$ cat config.mk
export PLATFORM = sky130hd
export DESIGN_NAME = cnn_div_seq_23s_14s
export DESIGN_NICKNAME = d
export VERILOG_FILES = /design/src/rtl/cnn_div_seq_23s_14s.sv
export SDC_FILE = /design/constraint.sdc
export NUM_CORES = 1
export LEC_CHECK = 0
export ABC_CLOCK_PERIOD_IN_PS = 4100
export CORE_MARGIN = 1.5
export CORE_UTILIZATION = 53
export CTS_CLUSTER_SIZE = 8
export DETAILED_ROUTE_END_ITERATION = 8
export GPL_ROUTABILITY_DRIVEN = 0
export PLACE_DENSITY = 0.74
export RECOVER_POWER = 25
export SLEW_MARGIN = 10
export SYNTH_ARGS = -nofsm -noshare
export SYNTH_HDL_FRONTEND = slang
export SYNTH_SLANG_ARGS = --single-unit
export TNS_END_PERCENT = 30
$ cat constraint.sdc
create_clock -name ap_clk -period 4.1 [get_ports ap_clk]
set_clock_uncertainty 0.15 [all_clocks]
set_input_delay 1.23 -clock ap_clk [delete_from_list [all_inputs] [get_ports ap_clk]]
set_output_delay 1.23 -clock ap_clk [all_outputs]
set_load 0.02 [all_outputs]
$ cat src/rtl/cnn_div_seq_23s_14s.sv
// Sequential restoring radix-2 signed divider (23s / 14s -> 9s saturated quotient, 14s remainder).
// One quotient bit per clock; valid/ready on both sides with a single operation in flight.
module cnn_div_seq_23s_14s #(
    parameter int DIVIDEND_W = 23,
    parameter int DIVISOR_W  = 14,
    parameter int QUOT_W     = 9
) (
    input  logic                  ap_clk,
    input  logic                  ap_rst_n,
    input  logic                  in_valid,
    output logic                  in_ready,
    input  logic [DIVIDEND_W-1:0] din0,
    input  logic [DIVISOR_W-1:0]  din1,
    output logic                  out_valid,
    input  logic                  out_ready,
    output logic [QUOT_W-1:0]     dout,
    output logic [DIVISOR_W-1:0]  rem,
    output logic                  ovf,
    output logic                  div_zero
);

    localparam int MW = DIVIDEND_W + 1;
    localparam int CW = $clog2(DIVIDEND_W);
    localparam int QMAX_MAG = (1 << (QUOT_W - 1)) - 1;
    localparam int QMIN_MAG = (1 << (QUOT_W - 1));
    localparam logic [QUOT_W-1:0] QMAX = {1'b0, {(QUOT_W-1){1'b1}}};
    localparam logic [QUOT_W-1:0] QMIN = {1'b1, {(QUOT_W-1){1'b0}}};

    typedef enum logic [1:0] {IDLE, CALC, FIX, DONE} state_t;

    state_t state, state_n;

    logic [MW-1:0]        dvd_mag;
    logic [DIVISOR_W:0]   dvs_mag;
    logic                 neg_dvd;
    logic                 neg_q;
    logic                 dz;
    logic [CW-1:0]        cnt;
    logic [MW-1:0]        prem;
    logic [MW-1:0]        quot;

    logic signed [MW-1:0]        din0_x;
    logic signed [DIVISOR_W:0]   din1_x;
    logic [MW-1:0]               din0_mag;
    logic [DIVISOR_W:0]          din1_mag;
    logic [MW-1:0]               dvs_ext;
    logic [MW-1:0]               shl;
    logic [MW-1:0]               diff;
    logic                        ge;

    // Clamp a quotient magnitude into QUOT_W signed bits; MSB of the result is the overflow flag.
    function automatic logic [QUOT_W:0] sat_quot(input logic neg, input logic [MW-1:0] mag);
        logic [MW-1:0] lim;
        lim = neg ? MW'(QMIN_MAG) : MW'(QMAX_MAG);
        if (mag > lim)
            sat_quot = {1'b1, (neg ? QMIN : QMAX)};
        else
            sat_quot = {1'b0, QUOT_W'(neg ? (~mag + 1'b1) : mag)};
    endfunction

    // Remainder magnitude is always below |divisor|, so it fits DIVISOR_W signed bits exactly.
    function automatic logic [DIVISOR_W-1:0] sgn_rem(input logic neg, input logic [MW-1:0] mag);
        sgn_rem = DIVISOR_W'(neg ? (~mag + 1'b1) : mag);
    endfunction

    assign din0_x   = {{(MW-DIVIDEND_W){din0[DIVIDEND_W-1]}}, din0};
    assign din1_x   = {din1[DIVISOR_W-1], din1};
    assign din0_mag = din0_x[MW-1] ? -din0_x : din0_x;
    assign din1_mag = din1_x[DIVISOR_W] ? -din1_x : din1_x;

    assign dvs_ext = MW'(dvs_mag);
    assign shl     = MW'({prem, dvd_mag[cnt]});
    assign diff    = shl - dvs_ext;
    assign ge      = (shl >= dvs_ext);

    assign in_ready = (state == IDLE);

    always_ff @(posedge ap_clk or negedge ap_rst_n) begin
        if (!ap_rst_n)
            state <= IDLE;
        else
            state <= state_n;
    end

    always_comb begin
        state_n = state;
        case (state)
            IDLE: if (in_valid) state_n = (din1 == '0) ? FIX : CALC;
            CALC: if (cnt == '0) state_n = FIX;
            FIX:  state_n = DONE;
            DONE: if (out_valid && out_ready) state_n = IDLE;
            default: state_n = IDLE;
        endcase
    end

    // Operand capture and the shift/trial-subtract datapath
    always_ff @(posedge ap_clk or negedge ap_rst_n) begin
        if (!ap_rst_n) begin
            dvd_mag <= '0;
            dvs_mag <= '0;
            neg_dvd <= 1'b0;
            neg_q   <= 1'b0;
            dz      <= 1'b0;
            cnt     <= '0;
            prem    <= '0;
            quot    <= '0;
        end else begin
            case (state)
                IDLE: begin
                    if (in_valid) begin
                        dvd_mag <= din0_mag;
                        dvs_mag <= din1_mag;
                        neg_dvd <= din0[DIVIDEND_W-1];
                        neg_q   <= din0[DIVIDEND_W-1] ^ din1[DIVISOR_W-1];
                        dz      <= (din1 == '0);
                        cnt     <= CW'(DIVIDEND_W - 1);
                        prem    <= '0;
                        quot    <= '0;
                    end
                end
                CALC: begin
                    prem <= ge ? diff : shl;
                    quot <= {quot[MW-2:0], ge};
                    cnt  <= cnt - CW'(1);
                end
                default: ;
            endcase
        end
    end

    // Result registers: written once in FIX and held until the next FIX
    always_ff @(posedge ap_clk or negedge ap_rst_n) begin
        if (!ap_rst_n) begin
            dout     <= '0;
            rem      <= '0;
            ovf      <= 1'b0;
            div_zero <= 1'b0;
        end else if (state == FIX) begin
            if (dz) begin
                dout     <= neg_dvd ? QMIN : QMAX;
                rem      <= '0;
                ovf      <= 1'b0;
                div_zero <= 1'b1;
            end else begin
                {ovf, dout} <= sat_quot(neg_q, quot);
                rem         <= sgn_rem(neg_dvd, prem);
                div_zero    <= 1'b0;
            end
        end
    end

    // out_valid rises one cycle after entering DONE and drops on the handshake
    always_ff @(posedge ap_clk or negedge ap_rst_n) begin
        if (!ap_rst_n)
            out_valid <= 1'b0;
        else if (out_valid && out_ready)
            out_valid <= 1'b0;
        else if (state == DONE)
            out_valid <= 1'b1;
    end

endmodule

==> impl_metrics.env <==
export IMPL_outcome="finished with violations"
export IMPL_violations_in_the_final_reports="capacitance limit, slew limit"
export IMPL_max_cap_violations=1
export IMPL_finalNetCount=930
export IMPL_min_delay_path_depth=2
export IMPL_synth_nets=871
export IMPL_grt_antenna_before_repair=0
export IMPL_dieWidth_microns=121.5
export IMPL_fp_dieArea_sq_um=14760
export IMPL_rr_endpoint="prem[1]"
export IMPL_clk_root_buffer_cell="sky130_fd_sc_hd__clkbuf_16"
export IMPL_postCtsHoldBufs=0
export IMPL_route_detailed_wl_per_inst_microns=17.01
export IMPL_critical_path_most_common_cell="sky130_fd_sc_hd__mux4_2"
export IMPL_startpoint_type="register"
export IMPL_timing_setup_critical_path_class="reg2reg"
export IMPL_regArea_sq_um=3054
export IMPL_timing_final_max_slew_violations=62
export IMPL_final_min_clock_period_ns=3.946
export IMPL_synth_flop_cell="sky130_fd_sc_hd__dfrtp_1"
export IMPL_grt_overflow=0
export IMPL_syn_cell_area_sq_um=7443
export IMPL_yosysWarningCount=0
export IMPL_critical_path_at_ns=4.09
export IMPL_cp_max_fo=9
export IMPL_timing_worst_slew_pin_value_ns=1.538
export IMPL_grt_util_all_layers=0.2548
export IMPL_dp_final_hpwl_microns=12440
export IMPL_synth_area_leader_cell="sky130_fd_sc_hd__dfrtp_1"
export IMPL_drt_iter0_drc=439
export IMPL_critical_path_max_stage_delay_ns=0.64
export IMPL_grt_first_pass_wirelength_microns=29860
export IMPL_synth_seq_cells=122
export IMPL_synth_enable_flop_cells=0
export IMPL_post_layout_total_power_uw=7637
export IMPL_cell_internal_pwr_uw=4288
export IMPL_drc=0
export IMPL_fraction_of_the_yosys_area_taken_by_sequential_cells=0.4102
export IMPL_power_leakage_uw=0.003931
export IMPL_critical_path_cell_chain="mux4_2 -> mux4_2 -> mux2i_4 -> ha_2 -> and4_1 -> a2111oi_0 -> o211ai_1 -> buf_4 -> o311ai_0"
export IMPL_timing_final_ws_setup_ns=0.1544
export IMPL_timing_reg2reg_setup_slack_ns=0.15
export IMPL_worst_setup_path_end_kind="register"
export IMPL_rows=43
export IMPL_worst_path_max_delay_cell="sky130_fd_sc_hd__a2111oi_0"
export IMPL_dp_slack_ns=0.05868
export IMPL_r2r_worst_path_cells=9
export IMPL_sw_frac_of_total=0.4385
export IMPL_max_freq_mhz=253.4
export IMPL_synth_area_leaders="sky130_fd_sc_hd__dfrtp_1, sky130_fd_sc_hd__ha_1, sky130_fd_sc_hd__o21ai_0"
export IMPL_slew_limit_headroom=-0.02546
export IMPL_pin_count=68
export IMPL_clkPwrFrac=0.200
export IMPL_path_delay_family="compound AO/OA/AOI/OAI gates"
export IMPL_vias_per_cell=6.110
export IMPL_share_of_cells_above_drive_strength_1=0.09573
export IMPL_multi_input_comb_area_sq_um=4115
export IMPL_place_port_buffers=67
export IMPL_whs_ns=0.3260
export IMPL_timing_critical_path_required_ns=4.25
export IMPL_report_final_setup_viol=0
export IMPL_grt_start_max_net_pins=79
export IMPL_power_per_cell_area_nw_per_um2=857.1
export IMPL_yosys_cell_types_count=70
export IMPL_layout_filler_cells=1148
export IMPL_worst_hold_path_endpoint="dvd_mag[13]"
export IMPL_synth_cells_most_frequent="sky130_fd_sc_hd__dfrtp_1, sky130_fd_sc_hd__nand2_1, sky130_fd_sc_hd__o21ai_0"
export IMPL_yosys_area_top_type_share=0.4102
export IMPL_vdd_ir_drop_worst_uv=403.1
export IMPL_starting_density=0.5404
export IMPL_ant_nets=0
export IMPL_insertedDiodeCount=0
export IMPL_detailroute_via_count=6397
export IMPL_firstDrtPassIters=5
export IMPL_route_final_wire_length_microns=17810
export IMPL_post_synth_inst_count=795
export IMPL_net_switching_power_uw=3349
export IMPL_area_growth_synth_to_final_pct=19.72
export IMPL_hold_path_class="reg2reg"
export IMPL_cts_tree="built"
export IMPL_cts_buffers=17
export IMPL_die_h_microns=121.5
export IMPL_crit_reg2reg_launch="cnt[0]"
export IMPL_asyncSetResetFlopFracSynth=1.000
export IMPL_clkTransAtPathRegs_ns=0.06
export IMPL_cp_buffers_inverters=1
export IMPL_min_from="dvd_mag[13]"
export IMPL_p_comb_frac=0.518
export IMPL_core_box_area_sq_um=13770
export IMPL_fin_crit_sh=0.9623
export IMPL_insertion_delay_to_the_later_sink_of_the_worst_skew_pair_ns=0.42
export IMPL_via_count_of_the_first_global_routing_pass=6264
export IMPL_hold_viol_final=0
export IMPL_cts_htree_levels=4
export IMPL_clk_path_buf_depth=2
export IMPL_power_frac_seq=0.282
export IMPL_clock_sinks=122
export IMPL_synth_area_per_cell_sq_um=9.363
export IMPL_yosys_cell_count_top_type="sky130_fd_sc_hd__dfrtp_1"
-- power by group through the flow --
stage	Sequential, uW	Combinational (uW)	Clock, uW
after global placement	2120	3650	0
after floorplan	2100	2740	0
after detailed placement	2150	3790	0
after CTS	2140	3840	1530
after global routing	2220	4370	1590
final	2160	3960	1530
-- how the worst max path moves through the flow --
stage / from / to / slack [ns] / cells past startpoint
6_report: cnt[0] / prem[1] / 0.15 / 9
3_3_place_gp: cnt[0] / prem[22] / 0.15 / 13
5_1_grt: cnt[0] / prem[1] / -0.009 / 9
4_1_cts: cnt[0] / prem[2] / 0.005 / 13
3_5_place_dp: cnt[0] / prem[18] / 0.06 / 13
2_1_floorplan: cnt[0] / prem[22] / 0.25 / 14
-- routing by layer --
layer / vias to the layer above / track usage / routed length, microns
met5: - / 0 / 0
met2: 230 / 0.4209 / 8715
met1: 3102 / 0.3293 / 7635
met4: 0 / 0.1088 / 437
met3: 46 / 0.04746 / 1022
li1: 3019 / - / -
-- flip-flops by register name, indices dropped and copies added, names as in the netlist, 2 cells and up --
| signal | flops |
|---|---|
| dout | 9 |
| quot | 24 |
| dvd_mag | 24 |
| dvs_mag | 15 |
| prem | 23 |
| state | 2 |
| cnt | 5 |
| rem | 14 |
-- kinds of logic after synthesis --
kind of cell             count (synthesis)  synth area share
buffers and inverters                   80           0.04337
adder cells (fa/ha/maj)                 35           0.05984
flip-flops                             122            0.4102
AND/OR/NAND/NOR                        251            0.1679
XOR/XNOR                                58           0.06825
AO/OA/AOI/OAI                          228            0.2100
multiplexers                            21           0.04051
-- tightest hold or removal path, stage by stage (launching register included) --
cell	delay (ns)
sky130_fd_sc_hd__dfrtp_1	0.33
sky130_fd_sc_hd__nand2_1	0.05
sky130_fd_sc_hd__o21ai_0	0.06
-- cell type report --
class | instances | area share
Clock inverter | 15 | 0.01952
Multi-Input combinational cell | 593 | 0.4618
Timing Repair Buffer | 82 | 0.08691
Inverter | 38 | 0.01601
Clock buffer | 17 | 0.04774
Tap cell | 180 | 0.02527
Sequential cell | 122 | 0.3427
-- layout by cell type (no fill, tap or decap), types with 6 or more instances in the layout --
master / n
sky130_fd_sc_hd__a211o_1: 6
sky130_fd_sc_hd__o21ai_1: 9
sky130_fd_sc_hd__nor4_1: 6
sky130_fd_sc_hd__mux2i_1: 10
sky130_fd_sc_hd__nor3_1: 24
sky130_fd_sc_hd__xor2_1: 48
sky130_fd_sc_hd__nand2_1: 99
sky130_fd_sc_hd__a21oi_1: 24
sky130_fd_sc_hd__or4_1: 7
sky130_fd_sc_hd__o2bb2ai_1: 14
sky130_fd_sc_hd__o41ai_1: 6
sky130_fd_sc_hd__nand2b_1: 8
sky130_fd_sc_hd__a32oi_1: 8
sky130_fd_sc_hd__nor4b_1: 6
sky130_fd_sc_hd__dfrtp_1: 121
sky130_fd_sc_hd__buf_4: 14
sky130_fd_sc_hd__mux4_2: 7
sky130_fd_sc_hd__xnor2_1: 10
sky130_fd_sc_hd__clkdlybuf4s50_1: 64
sky130_fd_sc_hd__nand3_1: 32
sky130_fd_sc_hd__ha_1: 33
sky130_fd_sc_hd__o31ai_1: 17
sky130_fd_sc_hd__inv_1: 38
sky130_fd_sc_hd__nor2_1: 30
sky130_fd_sc_hd__clkbuf_16: 17
sky130_fd_sc_hd__a22o_1: 22
sky130_fd_sc_hd__o21ai_0: 82
sky130_fd_sc_hd__nor2b_1: 8
-- timing repair --
action,CTS,global route
gates resized for setup,0,11
setup buffers,0,1
endpoints found under the setup margin,0,22
-- per-stage QoR --
step                      instances  cell area (sq um)  setup TNS (ns)    util
after global routing           1047               8911       -0.009446  0.6470
after floorplan                 795               7443               0       -
final                          1047               8911               0  0.6470
after CTS                      1046               8872               0  0.6442
after global placement         1014               8273               0  0.6007
after detailed placement       1014               8273               0  0.6007
(Power assumes the default switching activity.)
